## src/rtl/instr_fetch_pkg.sv

```systemverilog
// Shared definitions for the instruction-fetch unit: state encoding,
// program start addresses and branch-target table contents.
package instr_fetch_pkg;

  localparam int PC_W_DEF = 10;

  typedef enum logic [1:0] {
    LOAD = 2'd0,
    RUN  = 2'd1,
    HALT = 2'd2
  } state_e;

  localparam logic [PC_W_DEF-1:0] START_ADDR [4] = '{
    10'h000, 10'h080, 10'h200, 10'h3FD
  };

  localparam logic [PC_W_DEF-1:0] LUT_TABLE [32] = '{
    10'h000, 10'h004, 10'h008, 10'h010, 10'h020, 10'h040, 10'h3FE, 10'h100,
    10'h123, 10'h155, 10'h1AA, 10'h200, 10'h234, 10'h28F, 10'h2F0, 10'h300,
    10'h311, 10'h333, 10'h355, 10'h377, 10'h399, 10'h3BB, 10'h3DD, 10'h3FF,
    10'h0AA, 10'h0BB, 10'h0CC, 10'h0DD, 10'h0EE, 10'h0FF, 10'h050, 10'h060
  };

endpackage

```

## src/rtl/instr_fetch_branch_lut.sv

```systemverilog
// Combinational branch-target lookup: instruction index field to target PC.
module branch_lut
  import instr_fetch_pkg::*;
#(
  parameter int PC_W  = PC_W_DEF,
  parameter int LUT_W = 5
) (
  input  logic [LUT_W-1:0] idx,
  output logic [PC_W-1:0]  target
);

  always_comb begin
    target = PC_W'(LUT_TABLE[idx]);
  end

endmodule

```

## src/rtl/instr_fetch.sv

```systemverilog
// Instruction fetch unit: LOAD/RUN/HALT sequencer driving the ROM address,
// with branch-target lookup and a saturating RUN-cycle counter.
module instr_fetch
  import instr_fetch_pkg::*;
#(
  parameter int PC_W  = PC_W_DEF,
  parameter int LUT_W = 5,
  parameter int CNT_W = 16
) (
  input  logic              Clk,
  input  logic              Reset,
  input  logic              Start,
  input  logic [1:0]        ProgSel,
  input  logic              Jump,
  input  logic              BranchEn,
  input  logic              Zero,
  input  logic [LUT_W-1:0]  TargetIdx,
  input  logic              Ack,
  output logic [PC_W-1:0]   ProgCtr,
  output logic              Running,
  output logic              Done,
  output logic [CNT_W-1:0]  CycleCt
);

  state_e            state_q, state_d;
  logic [PC_W-1:0]   pc_q, pc_d;
  logic [CNT_W-1:0]  cnt_q, cnt_d;
  logic              running_q, running_d;
  logic              done_q, done_d;
  logic [PC_W-1:0]   lut_target;
  logic [PC_W-1:0]   start_addr;
  logic              taken;

  branch_lut #(.PC_W(PC_W), .LUT_W(LUT_W)) u_branch_lut (
    .idx    (TargetIdx),
    .target (lut_target)
  );

  assign start_addr = PC_W'(START_ADDR[ProgSel]);
  assign taken      = Jump | (BranchEn & Zero);

  always_comb begin
    state_d = state_q;
    pc_d    = pc_q;
    cnt_d   = cnt_q;
    case (state_q)
      LOAD: begin
        pc_d    = start_addr;
        cnt_d   = {CNT_W{1'b0}};
        state_d = Start ? LOAD : RUN;
      end
      RUN: begin
        cnt_d = (cnt_q == {CNT_W{1'b1}}) ? cnt_q : cnt_q + CNT_W'(1);
        // Start aborts the program and clears the count; Ack beats branches.
        if (Start) begin
          state_d = LOAD;
          cnt_d   = {CNT_W{1'b0}};
        end else if (Ack) begin
          state_d = HALT;
        end else if (taken) begin
          pc_d = lut_target;
        end else begin
          pc_d = pc_q + PC_W'(1);
        end
      end
      HALT: begin
        state_d = Start ? LOAD : HALT;
      end
      default: begin
        state_d = HALT;
      end
    endcase
    running_d = (state_d == RUN);
    done_d    = (state_d == HALT);
  end

  always_ff @(posedge Clk) begin
    if (!Reset) begin
      state_q   <= HALT;
      pc_q      <= {PC_W{1'b0}};
      cnt_q     <= {CNT_W{1'b0}};
      running_q <= 1'b0;
      done_q    <= 1'b1;
    end else begin
      state_q   <= state_d;
      pc_q      <= pc_d;
      cnt_q     <= cnt_d;
      running_q <= running_d;
      done_q    <= done_d;
    end
  end

  assign ProgCtr = pc_q;
  assign Running = running_q;
  assign Done    = done_q;
  assign CycleCt = cnt_q;

endmodule

```

## config.mk

```make
export PLATFORM = sky130hd
export DESIGN_NAME = instr_fetch
export DESIGN_NICKNAME = d
export VERILOG_FILES = /design/src/rtl/instr_fetch_pkg.sv /design/src/rtl/instr_fetch_branch_lut.sv /design/src/rtl/instr_fetch.sv
export SDC_FILE = /design/constraint.sdc
export NUM_CORES = 1
export LEC_CHECK = 0
export CORE_MARGIN = 8
export CORE_UTILIZATION = 25
export CTS_BUF_LIST = sky130_fd_sc_hd__clkbuf_8
export CTS_CLUSTER_DIAMETER = 60
export DETAILED_ROUTE_END_ITERATION = 6
export MAX_ROUTING_LAYER = met4
export PLACE_DENSITY = 0.47
export SLEW_MARGIN = 20
export SYNTH_ARGS = -nofsm -noshare
export SYNTH_HDL_FRONTEND = slang
export SYNTH_SLANG_ARGS = --single-unit
```

## constraint.sdc

```tcl
create_clock -name Clk -period 1.86 [get_ports Clk]
set_clock_uncertainty 0.05 [all_clocks]
set_input_delay 0.186 -clock Clk [delete_from_list [all_inputs] [get_ports Clk]]
set_output_delay 0.186 -clock Clk [all_outputs]
set_load 0.02 [all_outputs]
```

* After elaboration in Yosys (flattened, before gate mapping) *
Memory sizes are Yosys's and may differ from the RTL's.
Index checks and enable logic that the tools add are counted.

cells by class
  mux-type cells = 17
  reductions and logical operators = 4
  add/subtract/negate cells = 2
  order comparisons = 2
  eq/ne operators = 8
  bitwise gates (word level) = 4

operators with widths
  kind                                           count
  two-way mux 10 bit                             7
  two-way mux 16 bit                             2
  one-hot mux 16 bit (2 select lines)            1
  binary-select mux 10 bit (select 2 bit)        1
  one-hot mux 10 bit (2 select lines)            1
  adder 16 x 1 -> 16 bit, second input constant  1
  == test 16 bit, second input constant          1
  adder 10 x 1 -> 10 bit, second input constant  1
  >= comparator 6 bit, second input constant     1
  two-way mux 2 bit                              3
  inverter 5 -> 6 bit                            1
  one-hot mux 2 bit (3 select lines)             1
  == test 2 x 1 -> 1 bit, second input constant  2
  == test 2 bit, second input constant           2
  inequality test 2 bit, second input constant   2
  >= comparator 3 bit, second input constant     1
  inequality test 3 bit, second input constant   1
  inverter 2 -> 3 bit                            1
  AND reduction 3 bit                            1
  zero test 2 bit                                1
  AND reduction 2 bit                            1
  nonzero test 2 bit                             1
  bitwise AND 1 bit                              1
  two-way mux 1 bit                              1
  bitwise OR 1 bit                               1

word-level totals
  bits in read-only memories = 320
  output and inout port bits = 28
  memories = 1
  logic and storage cells = 43
  input port bits = 14
  register bits = 30

memory list
  name              depth  width  rd ports  clocked after Yosys merged registers in  write ports  RTL line                      RTL
  (name not given)  32     10     1         0                                        0            instr_fetch_branch_lut.sv:13  target = PC_W'(LUT_TABLE[idx]);

* Longest topological paths before layout *
Gate-level depths: netlist of run 1.

  word-level depth = 8
  depth in mapped cells = 7
  mapped depth without buffers = 7

* By module *
A second synthesis of run 1 with hierarchy kept.

second synthesis, totals
  cell total of the unflattened synthesis = 275
  area, all modules = 2194.6 sq um

modules (own cells, without submodules)
  module       times used  cells an instance  area each (sq um)  sequential area each (sq um)
  instr_fetch  1           202                1642.8             600.6
  branch_lut   1           73                 551.8              0.0

* Least setup slack after synthesis of run 1 *
Ideal clock, no wire load.

  kind = reg-to-reg
  start = register cnt_q[0] (netlist: CycleCt[0])
  end = register cnt_q[12] (netlist: CycleCt[12])
  clock period less this slack = 1.939 ns
  path slack = -0.079 ns
  stages on the path, launching flop included = 7
  library setup time = 0.143 ns
  data arrival time = 1.747 ns
  required time = 1.667 ns
  path buffers = 0
  path through = dfxtp_1 ha_1 nand3_1 nor4_4 or3b_1 xor2_1 nor2_1

between the ends
  longest elaborated chain between the ends = 4
  elaborated cells on any way between the ends = 7
  those cells by class = add/sub: 1; eq/ne: 2; mux: 3; reduce/logical: 1

RTL lines
  item                                 RTL line           RTL
  from (decl)                          instr_fetch.sv:27  logic [CNT_W-1:0] cnt_q, cnt_d;
  from (signal assigned)               instr_fetch.sv:81  cnt_q <= {CNT_W{1'b0}};
  from (signal assigned)               instr_fetch.sv:87  cnt_q <= cnt_d;
  adder 16 x 1 -> 16 bit               instr_fetch.sv:53  cnt_d = (cnt_q == {CNT_W{1'b1}}) ? cnt_q : cnt_q + CNT_W'(1);
  two-way mux 16 bit                   instr_fetch.sv:53
  two-way mux 16 bit                   instr_fetch.sv:55  if (Start) begin
  one-hot mux 16 bit (2 select lines)  instr_fetch.sv:46  case (state_q)

Parallel ways exist; a longest one is shown, timed or not. The select of a mux whose other input is x is not followed.
A chain may end at the register's enable or synchronous reset.

* Final worst setup path of run 1 *
  start = input port TargetIdx[1]
  end = register pc_q[4] (netlist: ProgCtr[4])

between the ends
  longest elaborated chain between the ends = 8

RTL lines
  item                                                   RTL line                      RTL
  from (decl)                                            instr_fetch.sv:17             input logic [LUT_W-1:0] TargetIdx,
  inverter 5 -> 6 bit (implied by the code)              instr_fetch_branch_lut.sv:13
  memory (32 x 10 bit)                                   n/a
  two-way mux 10 bit (implied by the code) (2 in a row)  instr_fetch_branch_lut.sv:13
  two-way mux 10 bit                                     instr_fetch.sv:60             end else if (taken) begin
  two-way mux 10 bit                                     instr_fetch.sv:58             end else if (Ack) begin
  two-way mux 10 bit                                     instr_fetch.sv:55
  one-hot mux 10 bit (2 select lines)                    instr_fetch.sv:46
  to (signal assigned)                                   instr_fetch.sv:80             pc_q <= {PC_W{1'b0}};
  to (signal assigned)                                   instr_fetch.sv:86             pc_q <= pc_d;
  to (decl)                                              instr_fetch.sv:26             logic [PC_W-1:0] pc_q, pc_d;

Every way passes these cells. The select of a mux whose other input is x is not followed.

==> metrics.txt, run 1 <==
die width about 110 um; row cnt 34; I/O Pins 42; Avg Vias per Cell 4.93; sequential share of power approximately two fifths; Starting Density 25.6%; pwr dens 491 nW/um^2; post-route cell area 3350 um^2; area share of the largest cell type after synthesis a little over a quarter; largest area contributor in the synthesized netlist dfxtp_1; fin cells roughly 500; Synth warnings 0; r2r endpoint CycleCt[6]; post-synthesis net count 313; relative slew slack between 70% and 80%; Final Hold Vio Count 0; setup violators final 0; buffer depth of the longest clock path 2; max-cap violations 0; Final GP Congestion between 0.8 and 0.9; antenna viol nets, final 0; CTS root buffer clkbuf_8; initial drt markers 68; fillers 935; Total Power roughly 1.6 mW; Hold Startpoint CycleCt[7]; CTS sink cnt 30; DRC Markers 0; NetSw ~490 uW; Wirelength per Cell ~15 um; total detailed-routing wirelength 7270 um; CP required 1.97 ns; Yosys cell types 59; cell area after synthesis ~2200 um^2; Setup CP Type in -> reg; peak fanout along the critical path 4; Post-DP Area between 3000 and 4000 um^2; port bufs 41; die height about 110 um; proportion of layout cells with a drive suffix above 1 approximately a quarter; core area 8680 um^2; top cells by count, synth 33 x nor2_1, 30 x dfxtp_1, 25 x nand2_1; Post-DP HPWL 5880 um; Clock Latency Late Sink a little under 0.3 ns; Logic pwr share 24.7%; die area 12200 um^2; Final period util a little over nine tenths; Area contributors post-synth dfxtp_1 27%, ha_1 7.9%, nor2_1 5.6%, o21ai_0 4.7%, nand2_1 4.2%; worst slew pin tran between 0.4 and 0.5 ns; status completed; sequential cell area fraction in the yosys report around 27%; hold buffers post-CTS 0; Synth Flop Type dfxtp_1; FF-to-FF path depth 8; fin util 38.6%; Clock Power Share about a third; pin count of the biggest net entering global routing 14; sw frac between 20 and 30%; # H-tree levels 2; EDFF count, synth 0; Worst-path clk slew 0.07 ns; FF-to-FF setup slack roughly 0.12 ns; R2R Path Start CycleCt[0]; WP data arrival 1.89 ns; Worst Hold Path EP CycleCt[7]; grt ovf 0; final net count 414; Final Max Slew Viols 0; Int Power roughly 1.2 mW; initial antenna violation count 0; placed instance count 486; startpoint types primary input; CTS buffer count 5; crit end category flip-flop; Initial DRT Pass Iterations 4; most common cell in the netlist nor2_1; worst hold path class reg -> reg; Tmin final approximately 1.8 ns; Total Routing Usage GR around 13%; Layout area overhead 50.7%; Worst Hold Path Cells 1; Async S/R FF share, synth 0%; VDD IR-drop max between 0.15 and 0.2 mV; vias in the first global route 2433; LEAKAGE 1.31 nW; syn_area_per_cell between 7 and 8 um^2; Yosys reg bits 30; # diodes 0; RSZ-0062 raised after global routing no; CTS tree built; aggregate negative setup slack 0 ns; Mapped Cells ~290; via count ~2400; Fmax between 0.5 and 0.6 GHz; first-pass GRT wire length 11900 um
final cells by class:
cell class	count	area, um^2	share of cell area [%]
inverters	11	41.3	1.23
multi-input cells	234	1590	47.5
clock inverters	2	8.76	0.261
flip-flops and latches	30	608	18.1
clock buffers	6	82.6	2.46
repair buffers	104	883	26.3
well taps	108	135	4.03
cells by family (layout without fill, tap and decap cells):
kind of cell	after synthesis	in the layout	share of synthesized area (%)
DFF	30	30	27.0
adders and majority gates	14	14	7.87
buffers and inverters	21	123	4.27
xor gates and xnor gates	12	12	4.72
muxes	3	3	1.35
AOI/OAI and AO/OA	84	84	26.0
and+or+nand+nor	121	121	28.7
sequential cells by signal (all words and copies together), names as in the netlist:
signal	cells
CycleCt	16
Running	1
state_q	2
ProgCtr	10
Done	1
cell usage in the layout, fill, tap and decap left out, types with 2 or more instances in the layout:
cell type and instances:
a21oi_1 18, a21boi_0 2, nor2b_1 3, a22oi_1 3, clkdlybuf4s50_1 41, inv_1 11, o31ai_1 2, clkbuf_8 6
o21ai_0 20, a31oi_1 3, a221oi_1 4, nor4_1 6, or2_2 2, xnor2_1 8, nand3_1 13, ha_1 13
dfxtp_2 6, nand2b_1 6, buf_4 63, a211oi_1 5, and2_1 2, nand4_1 4, nor2_1 33, mux2i_1 3
nor3_1 9, a311oi_2 2, a21o_1 2, a31o_2 2, xor2_1 3, nand2_1 25, dfxtp_1 24, o211ai_1 3
or3_1 2, o41ai_1 2
what timing repair did:
item	4_1_cts	5_1_grt
setup buffers	0	1
gates resized for setup	1	16
setup endpoints to repair	1	13
cloned	0	0
pin swaps	1	3
stage by stage:
stage	worst slack, ns	hold slack (ns)
after floorplan	0.00104	0.333
after global placement	-0.251	0.467
after detailed placement	-0.321	0.460
after CTS	0.0168	0.474
after global routing	0.00570	0.490
final	0.0876	0.456
routing by layer:
metal  share of wire (%)  track usage [%]  up-vias
met5                   0                -        -
met4                 1.2             4.00        0
met3                 4.3             2.03        7
met2                  46             19.5       49
met1                  49             16.6     1133
li1                    -                -     1252
worst max path at each step:
stage	slack [ns]	from	end
CTS	0.02	CycleCt[0]	CycleCt[12]
global route	0.006	CycleCt[5]	CycleCt[7]
global placement	-0.25	TargetIdx[0]	ProgCtr[7]
detailed placement	-0.32	TargetIdx[1]	ProgCtr[7]
finish	0.09	TargetIdx[1]	ProgCtr[4]
floorplan	0.001	CycleCt[6]	CycleCt[12]
critical path, cell delays in order:
cell and delay [ns]:
clkdlybuf4s50_1 0.44, buf_4 0.16, ha_2 0.19, buf_4 0.13, a21oi_1 0.26, a22oi_1 0.13, nor4_1 0.29, nor4_1 0.10
power groups by stage:
stage / clock (mW) / sequential [mW] / combinational (mW)
floorplan: 0 / 0.729 / 0.166
CTS: 0.573 / 0.690 / 0.400
global route: 0.608 / 0.695 / 0.446
detailed placement: 0 / 0.704 / 0.398
finish: 0.549 / 0.690 / 0.407
global placement: 0 / 0.704 / 0.398
(Power assumes the default switching activity.)
==> inputs of run 2 (changes only) <==
--- a/config.mk
+++ b/config.mk
@@ -9,6 +9,7 @@
 export CORE_UTILIZATION = 25
 export CTS_BUF_LIST = sky130_fd_sc_hd__clkbuf_8
 export CTS_CLUSTER_DIAMETER = 60
+export CTS_CLUSTER_SIZE = 14
 export DETAILED_ROUTE_END_ITERATION = 6
 export MAX_ROUTING_LAYER = met4
 export PLACE_DENSITY = 0.47
==> results of run 2 <==
Final layout, timing and power as in run 1 (identical DEF).
==> inputs of run 3 (changes only) <==
--- a/config.mk
+++ b/config.mk
@@ -11,6 +11,7 @@
 export CTS_CLUSTER_DIAMETER = 60
 export CTS_CLUSTER_SIZE = 14
 export DETAILED_ROUTE_END_ITERATION = 6
+export GPL_TIMING_DRIVEN = 0
 export MAX_ROUTING_LAYER = met4
 export PLACE_DENSITY = 0.47
 export SLEW_MARGIN = 20
==> run 3 against run 2 <==
Worst hold slack lost 0.27 ns. Sequential power up 0.6%. Routed wire length fell by 3.6%. Highest routed layer unchanged. Critical endpoint unchanged. Clock power shrank 9.1%. Critical path type unchanged. Via count down 4.4%. Combinational power is 17% lower. Fmax fell by 0.98%.
==> metrics.txt, run 3 (synthesized netlist as in run 1, its figures left out) <==
status completed; core area 8680 um^2 (unchanged); Fmax 0.559 GHz (-0.98%); startpoint types primary input; I/O Pins 42 (unchanged); DRC Markers 0 (unchanged); FF-to-FF setup slack 0.07 ns (-0.05 ns); sequential cell area 629 um^2 (+3.5%); Final period util 96.2% (+0.94 points); Setup WS pre-CTS -0.879 ns (-0.557 ns); Final Max Slew Viols 0 (unchanged); Avg Vias per Cell 5.20 (+5.4%); Post-DP Area 2760 um^2 (-14%); Int Power 1.05 mW (-9.5%); fillers 940 (+0.53%); crit path buf inv count 2 (-1); setup violators final 0 (unchanged); via count 2334 (-4.4%); worst hold path class in -> reg; max-cap violations 0 (unchanged); sequential share of power 45.4% (+3.5 points); CTS tree built; pin count of the biggest net entering global routing 11 (-3); LEAKAGE 1.09 nW (-17%); aggregate negative setup slack 0 ns (unchanged); Setup CP Type in -> reg; max incr delay on CP 0.45 ns (about the same); most common cell after layout, fill and taps aside clkdlybuf4s50_1; Total Routing Usage GR 11.8% (-0.93 points); CTS sink cnt 30 (unchanged); antenna viol nets, final 0 (unchanged); CP max stage cell clkdlybuf4s50_1; Total Power 1.53 mW (-7.1%); Final Hold Vio Count 0 (unchanged); CP required 1.98 ns (about the same); Tmin final 1.79 ns (+0.0176 ns); max reg flops 16 (unchanged); die area 12200 um^2 (unchanged); WP data arrival 1.91 ns (+0.02 ns); multi-input combinational cell area 1620 um^2 (+1.4%); Worst-path clk slew 0.07 ns (about the same); Final GP Congestion 0.788 (-10%); crit end category flip-flop; pwr dens 504 nW/um^2 (+2.6%); Worst Slack Setup Final 0.0701 ns (-0.0176 ns); Logic pwr share 22.0% (-2.7 points); proportion of layout cells with a drive suffix above 1 18.2% (-7.7 points); Layout area overhead 36.4%; worst slew pin tran 0.678 ns (+0.255 ns); sw frac 31.5% (+1.8 points); Starting Density 25.6% (unchanged); # diodes 0 (unchanged); most frequent cells in the layout 36 x clkdlybuf4s50_1, 33 x nor2_1, 24 x nand2_1, 21 x dfxtp_1, 18 x o21ai_0; Clock Power Share 32.7% (-0.7 points); port bufs 39 (-4.9%); buffer depth of the longest clock path 2 (unchanged); CTS root buffer clkbuf_8; CP cell instances clkdlybuf4s50_1, or2_1, a21o_1, a31o_2, buf_2, nor4_2, nor4_1; placed instance count 432 (-11%); initial antenna violation count 0 (unchanged); Post-DP HPWL 5110 um (-13%); relative slew slack 54.5% (-17 points); die height 110 um (unchanged); grt ovf 0 (unchanged); hold buffers post-CTS 0 (unchanged); total detailed-routing wirelength 7000 um (-3.6%); fin cells 449 (-9.3%); Clock Latency Late Sink 0.29 ns (about the same); post-route cell area 3040 um^2 (-9.5%); Wirelength per Cell 15.6 um (+6.2%); final net count 369 (-11%); peak fanout along the critical path 10 (+6); cell family with most CP delay simple AND/OR/NAND/NOR gates; first-pass GRT wire length 11100 um (-6.2%); Initial DRT Pass Iterations 4 (unchanged); CTS buffer count 5 (unchanged); # H-tree levels 2 (unchanged); die width 110 um (unchanged); NetSw 482 uW (-1.5%); row cnt 34 (unchanged); initial drt markers 108 (+59%); VDD IR-drop max 0.198 mV (+17%); vias in the first global route 2151 (-12%)
==> run 3: cell types whose count changed in the layout (fill, tap and decap cells not counted), moves of 2 or more <==
| cell | previous run | this run |
|---|---|---|
| dfxtp_2 | 6 | 2 |
| a21oi_1 | 18 | 16 |
| a21oi_2 | 1 | 3 |
| dfxtp_1 | 24 | 21 |
| o21ai_0 | 20 | 18 |
| o21ai_1 | 1 | 3 |
| buf_4 | 63 | 11 |
| dfxtp_4 | 0 | 7 |
| buf_2 | 0 | 6 |
| clkdlybuf4s50_1 | 41 | 36 |
==> run 3: layout make-up <==
class                      instances  area share, %
buffer                            10           1.98
clock buffer                       5           2.27
clock inverter                     2          0.247
inverter                          11           1.48
multi-input combinational        234           53.3
sequential                        30           20.7
tap                              108           4.45
timing repair buffer              49           15.6
==> run 3: worst register-to-register path, cell delays in order (launching register included) <==
cell	delay, ns
dfxtp_4	0.39
ha_4	0.15
nand3_4	0.10
nor4_4	0.37
or3b_1	0.40
xor2_1	0.14
nor2_1	0.05
==> run 3: worst paths after layout <==
check,from,endpoint,depth (start not counted)
max,Ack,ProgCtr[4],7
min,Reset,ProgCtr[2],3
max reg2reg,CycleCt[1],CycleCt[12],6
min reg2reg,CycleCt[15],CycleCt[15],2
==> run 3: power by group through the flow <==
stage          Sequential (mW)  Combinational [mW]  Clock (mW)
2_1_floorplan            0.729               0.166           0
3_3_place_gp             0.713               0.315           0
3_5_place_dp             0.713               0.315           0
4_1_cts                  0.699               0.323       0.514
5_1_grt                  0.698               0.369       0.541
6_report                 0.694               0.336       0.499
==> run 3: layer usage <==
layer  part of all wire (%)  GRT usage, %  vias up  routed length [um]
met1                     50          15.8     1110                3490
li1                       -             -     1167                   -
met2                     44          17.3       51                3060
met4                    1.2          3.71        0                  82
met3                    5.3          2.33        6                 370
met5                      0             -        -                   0
==> run 3: stage by stage <==
step	util, %	hold WS, ns
2_1_floorplan	-	0.333
3_3_place_gp	31.8	0.438
3_5_place_dp	31.8	0.440
4_1_cts	33.1	0.182
5_1_grt	35.0	0.207
6_report	35.0	0.190
==> run 3: timing repair <==
action | 4_1_cts | 5_1_grt
gates resized for setup | 15 | 38
endpoints found under the setup margin | 24 | 23
endpoints found under the hold margin | 0 | 0
pin swaps | 2 | 9
gates cloned | 0 | 1
setup buffers | 1 | 8
